===== src/rtl/icache_2way_burst.sv =====
// icache_2way_burst: read-only 2-way set-associative instruction cache with burst line refill and per-set LRU
module icache_2way_burst #(
    parameter int ADDR_W     = 32,
    parameter int SETS       = 16,
    parameter int LINE_WORDS = 4
) (
    input  logic              clk,
    input  logic              rst,
    input  logic              cpu_req_valid,
    input  logic [ADDR_W-1:0] cpu_req_addr,
    output logic              cpu_req_ready,
    output logic              cpu_resp_valid,
    output logic [31:0]       cpu_resp_data,
    output logic              mem_req_valid,
    output logic [ADDR_W-1:0] mem_req_addr,
    input  logic              mem_req_ready,
    input  logic [31:0]       mem_req_data,
    input  logic              flush,
    output logic              flush_done
);
    localparam int OFF_W = $clog2(LINE_WORDS);
    localparam int IDX_W = $clog2(SETS);
    localparam int TAG_W = ADDR_W - 2 - OFF_W - IDX_W;

    typedef enum logic [1:0] {IDLE, LOOKUP, REFILL} state_t;

    state_t             r_state;
    logic               r_ready;
    logic               r_flush_done;
    logic               r_victim;
    logic [TAG_W-1:0]   r_tag;
    logic [IDX_W-1:0]   r_idx;
    logic [OFF_W-1:0]   r_off;
    logic [OFF_W-1:0]   r_beat;
    logic [SETS-1:0]    r_valid0;
    logic [SETS-1:0]    r_valid1;
    logic [SETS-1:0]    r_lru;
    logic [TAG_W-1:0]   r_tags0 [SETS];
    logic [TAG_W-1:0]   r_tags1 [SETS];
    logic [31:0]        r_data0 [SETS*LINE_WORDS];
    logic [31:0]        r_data1 [SETS*LINE_WORDS];
    logic [31:0]        r_resp_data;

    logic                   w_hit0;
    logic                   w_hit1;
    logic                   w_hit;
    logic                   w_victim;
    logic                   w_last;
    logic [31:0]            w_word;
    logic [IDX_W+OFF_W-1:0] w_rd_ptr;
    logic [IDX_W+OFF_W-1:0] w_wr_ptr;
    logic                   w_unused;

    assign w_unused = ^cpu_req_addr[1:0];
    assign w_rd_ptr = {r_idx, r_off};
    assign w_wr_ptr = {r_idx, r_beat};
    assign w_hit0   = r_valid0[r_idx] && r_tags0[r_idx] == r_tag;
    assign w_hit1   = r_valid1[r_idx] && r_tags1[r_idx] == r_tag;
    assign w_hit    = r_state == LOOKUP && (w_hit0 || w_hit1);
    assign w_word   = w_hit0 ? r_data0[w_rd_ptr] : r_data1[w_rd_ptr];
    assign w_victim = !r_valid0[r_idx] ? 1'b0 : !r_valid1[r_idx] ? 1'b1 : r_lru[r_idx];
    assign w_last   = r_beat == OFF_W'(LINE_WORDS - 1);

    assign cpu_req_ready  = r_ready;
    assign cpu_resp_valid = w_hit;
    assign cpu_resp_data  = w_hit ? w_word : r_resp_data;
    assign mem_req_valid  = r_state == REFILL;
    assign mem_req_addr   = r_state == REFILL ? {r_tag, r_idx, r_beat, 2'b00} : '0;
    assign flush_done     = r_flush_done;

    // Control FSM: accept/flush in IDLE, tag compare in LOOKUP, burst refill in REFILL
    always_ff @(posedge clk) begin
        if (rst) begin
            r_state      <= IDLE;
            r_ready      <= 1'b0;
            r_flush_done <= 1'b0;
            r_victim     <= 1'b0;
            r_tag        <= '0;
            r_idx        <= '0;
            r_off        <= '0;
            r_beat       <= '0;
            r_valid0     <= '0;
            r_valid1     <= '0;
            r_lru        <= '0;
            r_resp_data  <= '0;
        end else begin
            r_flush_done <= 1'b0;
            case (r_state)
                IDLE: begin
                    if (flush) begin
                        r_valid0     <= '0;
                        r_valid1     <= '0;
                        r_flush_done <= 1'b1;
                        r_ready      <= 1'b1;
                    end else if (cpu_req_valid && r_ready) begin
                        {r_tag, r_idx, r_off} <= cpu_req_addr[ADDR_W-1:2];
                        r_ready <= 1'b0;
                        r_state <= LOOKUP;
                    end else begin
                        r_ready <= 1'b1;
                    end
                end
                LOOKUP: begin
                    if (w_hit) begin
                        r_resp_data  <= w_word;
                        r_lru[r_idx] <= w_hit0;
                        r_ready      <= 1'b1;
                        r_state      <= IDLE;
                    end else begin
                        r_victim        <= w_victim;
                        r_valid0[r_idx] <= r_valid0[r_idx] & w_victim;
                        r_valid1[r_idx] <= r_valid1[r_idx] & ~w_victim;
                        r_beat          <= '0;
                        r_state         <= REFILL;
                    end
                end
                REFILL: begin
                    if (mem_req_ready) begin
                        r_beat <= r_beat + OFF_W'(1);
                        if (w_last) begin
                            r_valid0[r_idx] <= r_valid0[r_idx] | ~r_victim;
                            r_valid1[r_idx] <= r_valid1[r_idx] | r_victim;
                            r_state         <= LOOKUP;
                        end
                    end
                end
                default: r_state <= IDLE;
            endcase
        end
    end

    // Line storage: each accepted beat lands in the victim way; tag written with the last beat
    always_ff @(posedge clk) begin
        if (!rst && r_state == REFILL && mem_req_ready) begin
            if (r_victim) r_data1[w_wr_ptr] <= mem_req_data;
            else r_data0[w_wr_ptr] <= mem_req_data;
            if (w_last && r_victim) r_tags1[r_idx] <= r_tag;
            if (w_last && !r_victim) r_tags0[r_idx] <= r_tag;
        end
    end
endmodule


===== config.mk =====
export PLATFORM = sky130hd
export DESIGN_NAME = icache_2way_burst
export DESIGN_NICKNAME = d
export VERILOG_FILES = /design/src/rtl/icache_2way_burst.sv
export SDC_FILE = /design/constraint.sdc
export NUM_CORES = 2
export LEC_CHECK = 0
export ABC_AREA = 0
export BUFFER_PORTS_ARGS = -buffer_cell sky130_fd_sc_hd__buf_2
export CAP_MARGIN = 20
export CORE_MARGIN = 1
export CORE_UTILIZATION = 44
export DETAILED_ROUTE_END_ITERATION = 7
export SYNTH_ARGS = -nofsm -noshare
export SYNTH_HDL_FRONTEND = slang
export SYNTH_MEMORY_MAX_BITS = 65536
export SYNTH_SLANG_ARGS = --single-unit

===== constraint.sdc =====
create_clock -name clk -period 4.3 [get_ports clk]
set_input_delay 0.215 -clock clk [delete_from_list [all_inputs] [get_ports clk]]
set_output_delay 0.215 -clock clk [all_outputs]
set_load 0.01 [all_outputs]

### Yosys cells after proc, flatten, opt, wreduce, memory -nomap -nowiden

Memory sizes are Yosys's and may differ from the RTL's. A register that Yosys moved wholly into a read port is not among the register bits.
Cells that the tools add are included.

| word-level totals | value |
|---|---|
| flip-flop bits (word level) | 117 |
| RAM bits | 4864 |
| input bits | 69 |
| memories kept | 4 |

Memories:

| name | words | width | read ports | clocked after Yosys merged registers in | wr ports | RTL line | source |
|---|---|---|---|---|---|---|---|
| r_data0 | 64 | 32 | 1 | 1 | 1 | 40 | `logic [31:0] r_data0 [SETS*LINE_WORDS];` |
| r_data1 | 64 | 32 | 1 | 1 | 1 | 41 | `logic [31:0] r_data1 [SETS*LINE_WORDS];` |
| r_tags0 | 16 | 24 | 1 | 1 | 1 | 38 | `logic [TAG_W-1:0] r_tags0 [SETS];` |
| r_tags1 | 16 | 24 | 1 | 1 | 1 | 39 | `logic [TAG_W-1:0] r_tags1 [SETS];` |

| cells by class | value |
|---|---|
| add/sub/neg operators | 1 |
| order comparisons | 2 |
| eq/ne operators | 12 |
| muxes and demuxes | 61 |
| bitwise logic cells | 9 |
| reduce and logical (&&, ||, !) cells | 24 |

Operators with widths:

| kind | number |
|---|---|
| $mux W16 | 7 |
| $mux W32 | 3 |
| $pmux W16 S3 | 2 |
| $bwmux W16 | 5 |
| $eq A24 B24 Y1 | 2 |
| $mux W6 | 4 |
| $mux W1 | 22 |
| $mux W4 | 4 |
| $mux W2 | 7 |
| $bmux W1 S4 | 3 |
| $ne A2 B2 Y1 const B | 5 |
| $logic_and A1 B1 Y1 | 9 |
| $pmux W2 S3 | 1 |
| $reduce_and A2 Y1 | 3 |
| $reduce_and A3 Y1 | 2 |
| $lt A4 B5 Y1 const B | 1 |
| $not A1 Y1 | 5 |
| $reduce_and A5 Y1 | 1 |
| $demux W1 S4 | 1 |
| $eq A2 B2 Y1 const B | 2 |
| $ge A4 B1 Y1 const B | 1 |
| $ne A2 B1 Y1 const B | 2 |
| $pmux W2 S2 | 1 |
| $reduce_and A4 Y1 | 1 |
| 11 further kinds | 15 |

### Depth between registers and ports, before layout

| logic depth | value |
|---|---|
| word-level depth | 9 |
| mapped depth | 17 |

### Worst setup path before layout

No wires, ideal clock.

| timing path | value |
|---|---|
| kind | register -> register |
| start | register r_idx[0] |
| end | memory r_data1[13][0], enable pin |
| arrival time | 3431 ps |
| data required time | 3879 ps |
| path slack | 448 ps |
| cell stages (with the launch flop) | 8 |
| buffers on the path | 5 |
| cells stage by stage | dfxtp_1 clkbuf_1 buf_2 clkbuf_1 clkbuf_1 buf_1 nand3_1 nor2_1 |

RTL lines:

| what | RTL line | source |
|---|---|---|
| start: declaration | 32 | `logic [IDX_W-1:0] r_idx;` |
| start signal: assignment | 96 | `{r_tag, r_idx, r_off} <= cpu_req_addr[ADDR_W-1:2];` |
| end: declaration | 41 |  |

Straight into the memory's write port.

==> out/results.ini <==
[outcome]
status = finished with violations
violations = negative setup slack

[worst_setup_path]
critPathMostFrequentCell = buf_12
critical_path.startpoint_type = register
crit_required_ns = 4.09
end_kind = output port
reg2reg_to = r_valid1[1]
crit_path_max_incr_delay_ns = 0.55
r2r_slack_ns = -0.16
reg2reg_depth = 14
arrival_ns = 5.10
crit_path_max_fanout = 11
cp_slowest_cell = or4_4
cp_cell_sequence = buf_12 > buf_12 > mux4_2 > mux2i_2 > mux2i_2 > xor2_1 > or4_4 > a2111o_2 > o22a_4 > buf_12 > a211o_1 > nand2_1 > buf_2
critPathTopFamily = compound AO/OA/AOI/OAI gates
critical_path_class = register to output port
crit_buf_inv = 4

[route]
first_iter_violations = 13000
routed_wl_um = 537000
vias = 94400
firstDrtPassIters = 7
drt-vias-per-instance = 6.13
wl_per_cell_um = 34.9
antenna_left = 0
drc = 0

[sta]
timing.fmax_mhz = 188
drv_slew = 0
finClkSkew_ns = 0.0632
setup_viol = 41
slew_headroom = 0.158
grt_setup_unrepaired = true
final.setup.tns_ns = -32.52
fin_crit_ns = 5.32
setup_ws_ns = -1.02
hold_viol_final = 0
worst_pin_slew_ns = 1.26
hold_ws_ns = 0.104
post-route-period-util = 1.24

[power]
power_switching_uw = 24400
p_seq_frac = 0.506
cellInternalPower_uw = 81500
swShare = 0.231
p_clk_frac = 0.411
ir_worst_vdd_mv = 0.449
power_frac_comb = 0.083
p_leak_uw = 0.0678
power_density_mw_per_mm2 = 472

[clock_tree]
tritoncts = built
cts_buffers = 524
path_clk_slew_ns = 0.06
root_buffer = clkbuf_16
clock_path_buffers = 4
cts_sinks = 4987
insertion_delay_ns = 1.05
h-tree-depth = 6

[global_route]
grt_pass1_vias = 95600
grt_use_total = 0.240
grt_overflow = 0
use_met2 = 0.395
top_usage_layer = met2
grt_first_pass_wirelength_um = 743000
grt_use_met3 = 0.0395
antenna_found_initial = 59
grt_use_met1 = 0.329
grt_max_degree = 91

[layout]
fin_util = 0.516
drive_gt1_frac = 0.344
fill_cells = 33300
syn_to_final_growth_pct = 16.4
multi_input_area_mm2 = 0.0435
final-seq-area_mm2 = 0.149
finalInstanceArea_mm2 = 0.224
final_nets = 9245

[flow_run]
cap_violations = 0

[worst_hold_path]
min_path_cells = 2
hold_end = r_data1[32][15]
hold_class = primary input to register
min-delay-start = mem_req_data[15]

[yosys]
ys_types = 82
syn_inst = 8238
async_flop_share = 0
syn_area_mm2 = 0.193
ys_warn_count = 0
synth-seq-cells = 4987
synth_flop_cell = edfxtp_1
synth_enable_flop_cells = 4864
seq_area_frac_synth = 0.771
avgSynthCellArea_um2 = 23.4

[placement]
post-dp-hpwl_um = 309000
gp_congestion = 0.811
numPortBuffers = 132
placed_cell_area_mm2 = 0.206

[die]
die_area_mm2 = 0.441
io-pin-count = 137
initial_utilization = 0.443
core_area_mm2 = 0.435
fp.dieH_um = 664
die_w_um = 664
row_count = 242

[registers in the layout, indices dropped and copies added, names as in the netlist, named ones only]
name / flops
cpu_req_ready: 1
r_state: 2
r_off: 2
r_tags0: 384
r_resp_data: 32
flush_done: 1
r_data1: 2048
r_victim: 1
r_tags1: 384
r_data0: 2048
r_valid1: 16
r_idx: 4
r_lru: 16
r_valid0: 16
r_beat: 2
r_tag: 24
[metrics by stage]
| stage | power (µW) | instances | setup slack [ns] |
|---|---|---|---|
| 2_1_floorplan | 59200 | 8239 | 0.448 |
| 3_3_place_gp | 63000 | 14200 | -0.233 |
| 3_5_place_dp | 63100 | 14200 | -0.261 |
| 4_1_cts | 106000 | 15300 | -1.00 |
| 5_1_grt | 109000 | 15400 | -1.11 |
| 6_report | 106000 | 15400 | -1.02 |
[cell usage in the layout (no fill, tap or decap), drive strengths merged, types with 14 or more instances in the layout]
cell / synthesis / layout
xor2: 27 / 27
mux2i: 102 / 102
nor3: 26 / 26
bufinv: 0 / 26
nand3: 63 / 63
clkinvlp: 0 / 14
edfxtp: 4864 / 4864
dlygate4sd3: 0 / 122
and2: 36 / 36
nor2: 234 / 234
mux4: 1535 / 1535
a221oi: 33 / 33
o21ai: 153 / 153
a21oi: 97 / 97
dfxtp: 123 / 123
clkinv: 0 / 209
or3: 16 / 16
diode: 0 / 74
xnor2: 44 / 44
clkbuf: 360 / 674
nand4: 17 / 17
a211o: 34 / 34
inv: 14 / 42
buf: 122 / 759
nand2: 179 / 179
[per-layer routing]
metal / wire length, µm / vias to the layer above
met2: 263000 / 4578
met1: 210000 / 51700
met5: 64 / -
met4: 19500 / 10
li1: - / 37300
met3: 44400 / 785
[area by class of cell]
| class | count | share of cell area |
|---|---|---|
| sequential | 4987 | 0.662 |
| timing repair buffer | 887 | 0.0380 |
| antenna | 74 | 0.000826 |
| tap | 5734 | 0.0320 |
| multi-input combinational | 2757 | 0.194 |
| inverter | 14 | 0.000262 |
| clock inverter | 277 | 0.0108 |
| clock buffer | 669 | 0.0621 |
[Yosys cell counts, drive strengths merged (5+ instances only)]
cell type	instances	area, µm²
nor2	234	878
o21ai	153	766
nor2b	11	68.8
a22o	5	43.8
o22ai	10	62.6
or4	9	75.1
a221oi	33	420
nor3	26	140
mux2	13	146
a22oi	12	130
ha	5	62.6
a211o	34	298
mux2i	102	1020
inv	14	52.6
clkbuf	360	1350
nand4b	5	43.8
buf	122	758
or3	16	105
nand2	179	672
nand3	63	315
dfxtp	123	2460
mux4	1535	34600
xnor2	44	393
and2	36	225
nand4	17	113
or2	12	75.1
a21oi	97	516
nand3b	6	45.0
edfxtp	4864	146000
nand2b	12	75.1
xor2	27	236
[kinds of logic (layout without fill, tap and decap cells)]
| logic type | after synthesis | in the layout | synth area share |
|---|---|---|---|
| muxes | 1650 | 1650 | 0.185 |
| other | 1 | 76 | 0.0000195 |
| AOI/OAI and AO/OA | 382 | 383 | 0.0133 |
| and+or+nand+nor | 646 | 646 | 0.0156 |
| buffers and inverters | 496 | 1847 | 0.0112 |
| DFF | 4987 | 4987 | 0.771 |
| adders and majority gates | 5 | 5 | 0.000325 |
| xor gates and xnor gates | 71 | 71 | 0.00327 |
[what timing repair did]
item                                   in CTS  in global routing
pin swaps                                   8                 27
hold buffers                              122                  0
endpoints found under the hold margin    2141                  0
cloned                                      2                  6
setup buffers                              15                 21
setup endpoints to repair                  88                 46
gates resized for setup                    42                 57
[power groups by stage]
stage                     clock network [µW]  registers (µW)  logic, µW
after floorplan                            0           54600       4630
after global placement                     0           54600       8370
after detailed placement                   0           54600       8500
after CTS                              44100           53600       8710
after global routing                   45900           53500       9110
final                                  43500           53600       8770
[worst max-delay path by stage]
stage | from | end | depth (start not counted)
after floorplan | r_idx[0] | r_data1[13][0] | 7
after global placement | register | cpu_resp_data[5] | 15
after detailed placement | register | cpu_resp_data[18] | 15
after CTS | register | cpu_resp_data[8] | 15
after global routing | register | cpu_resp_data[23] | 13
final | register | cpu_resp_data[8] | 13
(Power assumes the default switching activity.)
